[config.mk]
export PLATFORM = sky130hd
export DESIGN_NAME = axi_empty_slave
export DESIGN_NICKNAME = d
export VERILOG_FILES = /design/src/rtl/axi_empty_slave_pkg.sv /design/src/rtl/axi_empty_slave_beat.sv /design/src/rtl/axi_empty_slave.sv
export SDC_FILE = /design/constraint.sdc
export NUM_CORES = 1
export LEC_CHECK = 0
export ABC_CLOCK_PERIOD_IN_PS = 5400
export CORE_UTILIZATION = 40
export CTS_CLUSTER_SIZE = 40
export DETAILED_ROUTE_END_ITERATION = 16
export DONT_BUFFER_PORTS = 1
export PLACE_DENSITY = 0.54
export SYNTH_ARGS = -nofsm -noshare
export SYNTH_HDL_FRONTEND = slang
export SYNTH_SLANG_ARGS = --single-unit
[constraint.sdc]
create_clock -name S_AXI_ACLK -period 5.4 [get_ports S_AXI_ACLK]
set_input_delay 0.81 -clock S_AXI_ACLK [delete_from_list [all_inputs] [get_ports S_AXI_ACLK]]
set_output_delay 0.81 -clock S_AXI_ACLK [all_outputs]
set_load 0.01 [all_outputs]
[src/rtl/axi_empty_slave_pkg.sv]
// Shared AXI constants for the empty-slave codebase slice: response encodings
// and burst-length width.
package axi_empty_slave_pkg;

  localparam logic [1:0] AXI_RESP_OKAY   = 2'b00;
  localparam logic [1:0] AXI_RESP_EXOKAY = 2'b01;
  localparam logic [1:0] AXI_RESP_SLVERR = 2'b10;
  localparam logic [1:0] AXI_RESP_DECERR = 2'b11;

  localparam int AXI_LEN_WIDTH = 8;

  localparam logic [AXI_LEN_WIDTH-1:0] AXI_LEN_ZERO = 8'd0;
  localparam logic [AXI_LEN_WIDTH-1:0] AXI_LEN_ONE  = 8'd1;

endpackage

[src/rtl/axi_empty_slave_beat.sv]
// Burst beat counter: loads LEN on the address handshake, counts down on each
// data handshake and flags the final beat.
module axi_beat_counter
  import axi_empty_slave_pkg::*;
(
  input  logic                     i_clk,
  input  logic                     i_reset,
  input  logic                     i_load,
  input  logic [AXI_LEN_WIDTH-1:0] i_len,
  input  logic                     i_dec,
  output logic                     o_zero,
  output logic                     o_next_zero
);

  logic [AXI_LEN_WIDTH-1:0] r_count;
  logic [AXI_LEN_WIDTH-1:0] w_next_count;

  // Next count: a load wins over a decrement; zero is a floor, never wrapped.
  always_comb begin
    w_next_count = r_count;
    if (i_load) begin
      w_next_count = i_len;
    end else if (i_dec && (r_count != AXI_LEN_ZERO)) begin
      w_next_count = r_count - AXI_LEN_ONE;
    end else begin
      w_next_count = r_count;
    end
  end

  always_ff @(posedge i_clk) begin
    if (i_reset) begin
      r_count <= AXI_LEN_ZERO;
    end else begin
      r_count <= w_next_count;
    end
  end

  assign o_zero      = (r_count == AXI_LEN_ZERO);
  assign o_next_zero = (w_next_count == AXI_LEN_ZERO);

endmodule

[src/rtl/axi_empty_slave.sv]
// AXI4 empty slave: accepts every burst, consumes all W beats, returns ARLEN+1
// R beats and a fixed error response tagged with the originating ID.
module axi_empty_slave #(
  parameter int         C_AXI_ID_WIDTH   = 2,
  parameter int         C_AXI_DATA_WIDTH = 32,
  parameter logic [1:0] OPT_RESP         = axi_empty_slave_pkg::AXI_RESP_DECERR
) (
  input  logic                          S_AXI_ACLK,
  input  logic                          i_reset,
  input  logic                          S_AXI_AWVALID,
  output logic                          S_AXI_AWREADY,
  input  logic [C_AXI_ID_WIDTH-1:0]     S_AXI_AWID,
  input  logic [7:0]                    S_AXI_AWLEN,
  input  logic                          S_AXI_WVALID,
  output logic                          S_AXI_WREADY,
  input  logic [C_AXI_DATA_WIDTH-1:0]   S_AXI_WDATA,
  input  logic [C_AXI_DATA_WIDTH/8-1:0] S_AXI_WSTRB,
  input  logic                          S_AXI_WLAST,
  output logic                          S_AXI_BVALID,
  input  logic                          S_AXI_BREADY,
  output logic [C_AXI_ID_WIDTH-1:0]     S_AXI_BID,
  output logic [1:0]                    S_AXI_BRESP,
  input  logic                          S_AXI_ARVALID,
  output logic                          S_AXI_ARREADY,
  input  logic [C_AXI_ID_WIDTH-1:0]     S_AXI_ARID,
  input  logic [7:0]                    S_AXI_ARLEN,
  output logic                          S_AXI_RVALID,
  input  logic                          S_AXI_RREADY,
  output logic [C_AXI_ID_WIDTH-1:0]     S_AXI_RID,
  output logic [C_AXI_DATA_WIDTH-1:0]   S_AXI_RDATA,
  output logic [1:0]                    S_AXI_RRESP,
  output logic                          S_AXI_RLAST
);

  typedef enum logic [1:0] {
    W_IDLE = 2'd0,
    W_DATA = 2'd1,
    W_RESP = 2'd2
  } wstate_t;

  typedef enum logic {
    R_IDLE = 1'b0,
    R_DATA = 1'b1
  } rstate_t;

  wstate_t                   r_wstate;
  rstate_t                   r_rstate;
  logic                      r_awready;
  logic                      r_wready;
  logic                      r_bvalid;
  logic [C_AXI_ID_WIDTH-1:0] r_bid;
  logic                      r_arready;
  logic                      r_rvalid;
  logic                      r_rlast;
  logic [C_AXI_ID_WIDTH-1:0] r_rid;

  logic w_aw_hs;
  logic w_w_hs;
  logic w_ar_hs;
  logic w_r_hs;
  logic w_wcount_zero;
  logic w_wcount_next_zero;
  logic w_rcount_zero;
  logic w_rcount_next_zero;
  logic w_unused;

  assign w_aw_hs = S_AXI_AWVALID && r_awready;
  assign w_w_hs  = S_AXI_WVALID  && r_wready;
  assign w_ar_hs = S_AXI_ARVALID && r_arready;
  assign w_r_hs  = r_rvalid      && S_AXI_RREADY;

  axi_beat_counter u_wcount (
    .i_clk       (S_AXI_ACLK),
    .i_reset     (i_reset),
    .i_load      (w_aw_hs),
    .i_len       (S_AXI_AWLEN),
    .i_dec       (w_w_hs),
    .o_zero      (w_wcount_zero),
    .o_next_zero (w_wcount_next_zero)
  );

  axi_beat_counter u_rcount (
    .i_clk       (S_AXI_ACLK),
    .i_reset     (i_reset),
    .i_load      (w_ar_hs),
    .i_len       (S_AXI_ARLEN),
    .i_dec       (w_r_hs),
    .o_zero      (w_rcount_zero),
    .o_next_zero (w_rcount_next_zero)
  );

  // Write data contents and WLAST never matter; burst end comes from AWLEN.
  always_ff @(posedge S_AXI_ACLK) begin
    if (i_reset) begin
      r_wstate  <= W_IDLE;
      r_awready <= 1'b0;
      r_wready  <= 1'b0;
      r_bvalid  <= 1'b0;
      r_bid     <= {C_AXI_ID_WIDTH{1'b0}};
    end else begin
      case (r_wstate)
        W_IDLE: begin
          if (w_aw_hs) begin
            r_wstate  <= W_DATA;
            r_awready <= 1'b0;
            r_wready  <= 1'b1;
            r_bid     <= S_AXI_AWID;
          end else begin
            r_awready <= 1'b1;
          end
        end
        W_DATA: begin
          if (w_w_hs && w_wcount_zero) begin
            r_wstate <= W_RESP;
            r_wready <= 1'b0;
            r_bvalid <= 1'b1;
          end
        end
        W_RESP: begin
          if (S_AXI_BREADY) begin
            r_wstate  <= W_IDLE;
            r_bvalid  <= 1'b0;
            r_awready <= 1'b1;
          end
        end
        default: begin
          r_wstate  <= W_IDLE;
          r_awready <= 1'b0;
          r_wready  <= 1'b0;
          r_bvalid  <= 1'b0;
        end
      endcase
    end
  end

  always_ff @(posedge S_AXI_ACLK) begin
    if (i_reset) begin
      r_rstate  <= R_IDLE;
      r_arready <= 1'b0;
      r_rvalid  <= 1'b0;
      r_rlast   <= 1'b0;
      r_rid     <= {C_AXI_ID_WIDTH{1'b0}};
    end else begin
      case (r_rstate)
        R_IDLE: begin
          if (w_ar_hs) begin
            r_rstate  <= R_DATA;
            r_arready <= 1'b0;
            r_rvalid  <= 1'b1;
            r_rlast   <= w_rcount_next_zero;
            r_rid     <= S_AXI_ARID;
          end else begin
            r_arready <= 1'b1;
          end
        end
        R_DATA: begin
          if (S_AXI_RREADY) begin
            if (w_rcount_zero) begin
              r_rstate  <= R_IDLE;
              r_rvalid  <= 1'b0;
              r_rlast   <= 1'b0;
              r_arready <= 1'b1;
            end else begin
              r_rlast <= w_rcount_next_zero;
            end
          end
        end
        default: begin
          r_rstate  <= R_IDLE;
          r_arready <= 1'b0;
          r_rvalid  <= 1'b0;
          r_rlast   <= 1'b0;
        end
      endcase
    end
  end

  assign S_AXI_AWREADY = r_awready;
  assign S_AXI_WREADY  = r_wready;
  assign S_AXI_BVALID  = r_bvalid;
  assign S_AXI_BID     = r_bid;
  assign S_AXI_BRESP   = OPT_RESP;
  assign S_AXI_ARREADY = r_arready;
  assign S_AXI_RVALID  = r_rvalid;
  assign S_AXI_RID     = r_rid;
  assign S_AXI_RDATA   = {C_AXI_DATA_WIDTH{1'b0}};
  assign S_AXI_RRESP   = OPT_RESP;
  assign S_AXI_RLAST   = r_rlast;

  assign w_unused = ^{S_AXI_WDATA, S_AXI_WSTRB, S_AXI_WLAST, w_wcount_next_zero};

endmodule

==> flow_metrics.py, run 1 <==
metrics = {
    "final_layout": {
        "layout.nets": 287,
        "layout-drive-gt1-share_pct": 5.00,
        "fin_util_pct": 42.2,
        "area_delta_synth_final_pct": -1.14,
        "antennaDiodeCount": 0,
        "fin_area_um2": 1740,
    },
    "clock_network": {
        "clock_latency_ns": 0.28,
        "htree_levels": 2,
        "clk_pin_slew_ns": 0.07,
        "cts_hold_buf": 0,
        "cts-root-buf": "clkbuf_8",
        "cts_buffers": 5,
        "ctsResizeCount": 0,
        "cts_tree": "done",
        "cts.sinks": 29,
        "clock_path_buffers": 2,
        "cts_setup_buffers": 0,
    },
    "placement": {
        "io_buffers": 0,
        "dp_hpwl_um": 2330,
        "placed_area_um2": 1650,
        "gp_congestion": 0.734,
    },
    "synthesis": {
        "yosysWarnings": 0,
        "synthTopCellsByArea": "dfxtp_1 33%, buf_4 15%, nor2_1 5.8%",
        "synth.distinct_cells": 37,
        "synth-main-ff-cell": "dfxtp_1",
        "synthSimpleGateAreaFrac_pct": 24.6,
        "synth_async_sr_flop_share_pct": 0,
        "synth_edf_count": 0,
        "yosysMostFrequentCell": "buf_4",
        "synthXorXnorAreaFrac_pct": 3.49,
        "ys_seq_elements": 29,
        "synth_top_family_by_area": "simple AND/OR/NAND/NOR gates",
        "synth_area_leader_cell": "dfxtp_1",
        "seq_area_frac_synth_pct": 33.1,
        "synth-compound-area-share_pct": 15.9,
        "mappedNetlistArea_um2": 1760,
        "synth-adder-area-share_pct": 2.85,
        "synth_commonest_cells": "36 x buf_4, 29 x dfxtp_1, 27 x nor2_1, 15 x nand2_1, 14 x a21oi_1",
        "synthCells": 221,
        "netlist.area_leader.share_pct": 33.1,
        "synth.area.mux_share_pct": 1.71,
        "avgSynthCellArea_um2": 7.94,
    },
    "grt": {
        "gr-usage-all-layers_pct": 15.8,
        "gr-total-overflow": 0,
        "grt_pass1_wl_um": 5330,
        "grt_max_degree": 31,
        "grt_pass1_vias": 1208,
        "antenna_found_initial": 0,
    },
    "setup_path": {
        "critPathKind": "flop to flop",
        "cp.arrival_ns": 2.35,
        "crit_chain": "inv_1 -> ha_1 -> nor4b_2 -> and2_1 -> o21ai_1 -> a2111oi_0 -> a31o_1",
        "startpoint_type": "flop",
        "cp_top_family": "compound AO/OA/AOI/OAI gates",
        "crit_path_top_delay_cell": "a2111oi_0",
        "critPathMaxStageDelay_ns": 0.45,
        "endpoint_kind": "flop",
        "worstPathMaxFanout": 6,
        "cp.buffers_inverters": 1,
        "critPathRequiredTime_ns": 5.63,
    },
    "power": {
        "p_sw_share_pct": 31.7,
        "clkPwrFrac_pct": 33.7,
        "power_w": 0.000528,
        "p_int_w": 0.000360,
        "ir_worst_vdd_v": 0.000109,
        "p_leak_nw": 0.661,
        "p_switching_w": 0.000167,
        "power_frac_seq_pct": 47.8,
        "combPwrFrac_pct": 18.5,
        "p_per_area_nw_per_um2": 304,
    },
    "route": {
        "wirelength_um": 3320,
        "wire_per_inst_um": 12.3,
        "drt_iter0_drc": 65,
        "via_per_inst": 4.96,
        "antenna_left": 0,
        "drc": 0,
        "first_pass_iters": 4,
        "vias": 1338,
    },
    "die": {
        "ioPinCount": 110,
        "die_area_um2": 4660,
        "die-height_um": 68.2,
        "start_util_pct": 42.7,
        "coreArea_um2": 4120,
        "core.rowCount": 23,
        "die_w_um": 68.2,
    },
    "timing": {
        "drv_slew": 0,
        "rsz0062_at_grt": "no",
        "fin_crit_sh_pct": 39.2,
        "finalHoldViolations": 0,
        "worst_pin_slew_ns": 0.541,
        "fmax_mhz": 472,
        "clock_skew_ns": 0.00372,
        "slew_headroom_pct": 63.7,
        "layout_min_cycle_time_ns": 2.12,
        "setup_viol": 0,
        "setup_tns_ns": 0,
    },
    "flow_run": {
        "maxCapViolCount": 0,
    },
    "min_path": {
        "hold_class": "flop to flop",
    },
    "outcome": {
        "status": "finished, final reports clean",
    },
}
## layout by cell type (no fill, tap or decap), types with 2 or more instances in the layout
cell type | netlist | final
clkbuf_8 | 0 | 5
mux2i_1 | 3 | 3
clkinv_2 | 0 | 2
and2_1 | 4 | 4
a311oi_1 | 3 | 3
nor4_1 | 4 | 4
xnor2_1 | 5 | 5
ha_1 | 4 | 4
nand3_1 | 3 | 3
conb_1 | 2 | 36
nor2b_1 | 7 | 7
a2111oi_0 | 2 | 2
inv_1 | 5 | 5
a211oi_1 | 7 | 7
a21oi_1 | 14 | 14
or4_4 | 2 | 2
nand2_1 | 15 | 15
or3_1 | 5 | 5
o21ai_0 | 8 | 8
dfxtp_1 | 29 | 29
nand2b_1 | 3 | 3
nor2_1 | 27 | 27
a31oi_1 | 4 | 4
nor3_1 | 9 | 9
xor2_1 | 2 | 2
## power groups by stage
stage / Sequential [W] / Combinational (W) / Clock (W)
2_1_floorplan: 0.000251 / 0.000107 / 0
3_3_place_gp: 0.000257 / 0.0000967 / 0
3_5_place_dp: 0.000257 / 0.0000968 / 0
4_1_cts: 0.000252 / 0.0000977 / 0.000184
5_1_grt: 0.000256 / 0.000112 / 0.000196
6_report: 0.000252 / 0.0000975 / 0.000178
## logic make-up (layout without fill, tap and decap cells)
logic type,count (synthesis),count (layout)
AO/OA/AOI/OAI,44,44
XOR/XNOR,7,7
adder cells (fa/ha/maj),4,4
buffers and inverters,48,13
flip-flops,29,29
multiplexers,3,3
other,2,36
AND/OR/NAND/NOR,84,84
## layout make-up
cell class / count / area (µm²)
fillers: 456 / 2380
clock buffers: 5 / 68.8
clock inverters: 3 / 17.5
well taps: 50 / 62.6
inverters: 5 / 18.8
flip-flops and latches: 29 / 581
multi-input cells: 178 / 987
## worst min-delay path: cells and delay by family, from the launching register on
kind / cells / cell delay [ns]
compound gates: 1 / 0.05
flops: 1 / 0.34
simple gates: 1 / 0.07
## path summary, 6_finish.rpt
check                 end                start  depth (start not counted)  slack, ns
max           S_AXI_RLAST  u_rcount.r_count[0]                          7       3.28
min          S_AXI_BVALID         S_AXI_BVALID                          2       0.50
max reg2reg   S_AXI_RLAST  u_rcount.r_count[0]                          7       3.28
min reg2reg  S_AXI_BVALID         S_AXI_BVALID                          2       0.50
## per-layer routing
metal  up-vias  track usage, %  wire [µm]
met1       597            18.5       1560
met2        41            25.2       1520
met3         4            6.67        199
met5         -               0          0
met4         0            6.25         30
li1        696               -          -
## sequential cells by signal, summed over array words and instances, names as in the netlist, 2 cells and up
signal and count:
u_wcount.r_count 8, S_AXI_RID 2, S_AXI_BID 2, r_wstate 2, u_rcount.r_count 8
## metrics by stage
stage | worst slack (ns) | hold slack [ns] | std cells
finish | 3.28 | 0.501 | 270
CTS | 3.24 | 0.511 | 270
global placement | 3.13 | 0.496 | 262
detailed placement | 3.11 | 0.501 | 262
floorplan | 3.13 | 0.481 | 255
global route | 3.11 | 0.542 | 270
Power figures use the tool's default switching activity.
==> inputs of run 2 (changes only) <==
Settings changed: ABC_CLOCK_PERIOD_IN_PS 5400 to 2020.
Clock period 5.4 ns to 2.02 ns, I/O delays scaled along.
==> run 2 against run 1 <==
Net effect:
- register-to-register slack worse by 3.2 ns
- wire length increased by 5.7%
- sequential power grew to 2.6 times the previous value
- sequential share of layout area is 3.8 points lower
- worst setup slack worse by 3.2 ns
- core utilization grew 5.6 points
- non-clock buffer count grew 20
- critical endpoint unchanged
- clock power grew to 3.0 times the previous value
- first-iteration DRC count is 3.1% higher
- critical path type unchanged
- maximum frequency grew 11%
- global-route usage up 0.49 points
==> flow_metrics.py, run 2 (synthesis gave the netlist of run 1 again) <==
metrics = {
    "outcome": {
        "status": "finished, final reports clean",
    },
    "timing": {
        "timing.hold.ws_ns": 0.0734,
        "setup_tns_ns": 0,
        "finalHoldViolations": 0,
        "worst_pin_slew_ns": 0.596,
        "layout_min_cycle_time_ns": 1.90,
        "fin_crit_sh_pct": 94.1,
        "drv_slew": 0,
        "clock_skew_ns": 0.00310,
        "slew_headroom_pct": 60.1,
        "setup_viol": 0,
        "fmax_mhz": 526,
    },
    "route": {
        "wirelength_um": 3500,
        "vias": 1420,
        "drc": 0,
        "first_pass_iters": 4,
        "via_per_inst": 4.90,
        "drt_iter0_drc": 67,
        "antenna_left": 0,
        "wire_per_inst_um": 12.1,
    },
    "clock_network": {
        "cts_buffers": 5,
        "cts_tree": "done",
        "htree_levels": 2,
        "cts.sinks": 29,
        "clock_path_buffers": 2,
        "clk_pin_slew_ns": 0.06,
        "cts-root-buf": "clkbuf_8",
        "cts_hold_buf": 0,
        "clock_latency_ns": 0.28,
    },
    "grt": {
        "grt_max_degree": 31,
        "antenna_found_initial": 0,
        "grt_pass1_vias": 1242,
        "gr-usage-met1_pct": 17.5,
        "grt_pass1_wl_um": 5400,
        "gr-total-overflow": 0,
        "use_met2_pct": 27.1,
        "grtUsageMet3_pct": 7.17,
        "gr-usage-all-layers_pct": 16.3,
        "grt-busiest-layer": "met2",
    },
    "power": {
        "p_sw_share_pct": 29.4,
        "combPwrFrac_pct": 23.9,
        "p_switching_w": 0.000462,
        "ir_worst_vdd_v": 0.000436,
        "power_frac_seq_pct": 42.2,
        "clkPwrFrac_pct": 33.9,
        "p_int_w": 0.00111,
        "p_per_area_nw_per_um2": 800,
        "p_leak_nw": 0.788,
    },
    "die": {
        "core.rowCount": 23,
        "die-height_um": 68.2,
        "die_area_um2": 4660,
        "ioPinCount": 110,
        "start_util_pct": 42.7,
        "coreArea_um2": 4120,
        "die_w_um": 68.2,
    },
    "setup_path": {
        "r2r-start": "u_rcount.r_count[0]",
        "regToRegSetupSlack_ns": 0.12,
        "critPathRequiredTime_ns": 2.20,
        "endpoint_kind": "flop",
        "reg2regPathDepth": 9,
        "cp.arrival_ns": 2.08,
        "rr_endpoint": "S_AXI_RLAST",
        "critPathKind": "flop to flop",
        "worstPathMaxFanout": 5,
        "startpoint_type": "flop",
    },
    "final_layout": {
        "regArea_um2": 583,
        "layout-drive-gt1-share_pct": 17.9,
        "final_cell_mix": "36 x conb_1, 27 x dfxtp_1, 27 x nor2_1, 20 x buf_4, 14 x nand2_1",
        "fin_area_um2": 1960,
        "fillerInstances": 433,
        "area_delta_synth_final_pct": 11.9,
        "antennaDiodeCount": 0,
        "layout_commonest_cell": "conb_1",
        "layout.nets": 307,
        "multiInputGateArea_um2": 1050,
        "reg_top3": "u_rcount.r_count (8), u_wcount.r_count (8)",
    },
    "min_path": {
        "holdPathEnd": "u_rcount.r_count[0]",
        "hold_class": "input port to flop",
        "min_from": "i_reset",
        "min_path_cells": 1,
    },
    "placement": {
        "io_buffers": 0,
        "placed_area_um2": 1780,
        "gp_congestion": 0.771,
        "dp_hpwl_um": 2450,
    },
    "flow_run": {
        "maxCapViolCount": 0,
    },
}
run 2: changes by cell type in the layout (fill, tap and decap cells not counted), moves of 2 or more:
cell,delta
buf_4,+20
clkbuf_8,+2
dfxtp_1,-2
dfxtp_2,+2
inv_1,-2
inv_2,+2
run 2: worst max-delay path by stage:
| stage | startpoint | end | slack [ns] |
|---|---|---|---|
| global placement | u_rcount.r_count[4] | S_AXI_RLAST | -0.11 |
| CTS | u_rcount.r_count[4] | S_AXI_RLAST | 0.02 |
| global route | u_rcount.r_count[0] | S_AXI_RLAST | -0.005 |
| finish | u_rcount.r_count[0] | S_AXI_RLAST | 0.12 |
| floorplan | u_rcount.r_count[4] | S_AXI_RLAST | 0.11 |
| detailed placement | u_rcount.r_count[4] | S_AXI_RLAST | -0.11 |
run 2: layout make-up:
type	instances	area share, %
Clock buffer	7	4.90
Clock inverter	1	0.255
Inverter	5	0.955
Multi-Input combinational cell	178	53.4
Sequential cell	29	29.7
Tap cell	50	3.18
Timing Repair Buffer	20	7.64
run 2: timing repair:
| action | 4_1_cts | 5_1_grt |
|---|---|---|
| pin swaps | 4 | 6 |
| endpoints found under the setup margin | 1 | 2 |
| endpoints found under the hold margin | 0 | 0 |
| gates resized for setup | 8 | 9 |
| buffers inserted | 1 | 2 |
run 2: critical path, cell delays in order, from the launching register on:
cell	delay, ns
dfxtp_2	0.32
inv_2	0.07
buf_4	0.10
ha_1	0.13
nand3_1	0.10
buf_4	0.17
or3_1	0.35
a31oi_1	0.23
a2111oi_1	0.07
a31o_1	0.24
run 2: power groups by stage:
stage          Sequential, W  Clock, W  Combinational [W]
2_1_floorplan       0.000672         0           0.000287
3_3_place_gp        0.000675         0           0.000328
3_5_place_dp        0.000675         0           0.000329
4_1_cts             0.000663  0.000556           0.000346
5_1_grt             0.000672  0.000586           0.000421
6_report            0.000663  0.000533           0.000375
run 2: layer usage:
metal  vias to the layer above  wire length (µm)  share of wire, %
met5                         -                 0                 0
met2                        40              1690                48
met1                       642              1540                44
met3                         6               221               6.3
met4                         0                59               1.7
li1                        732                 -                 -
run 2: metrics by stage:
| stage | worst slack [ns] | power [W] | utilization [%] | instances |
|---|---|---|---|---|
| after global routing | -0.00483 | 0.00168 | 47.7 | 290 |
| after detailed placement | -0.105 | 0.00100 | 43.4 | 280 |
| after CTS | 0.0226 | 0.00157 | 46.8 | 288 |
| after floorplan | 0.114 | 0.000959 | - | 255 |
| after global placement | -0.113 | 0.00100 | 43.4 | 280 |
| final | 0.119 | 0.00157 | 47.7 | 290 |
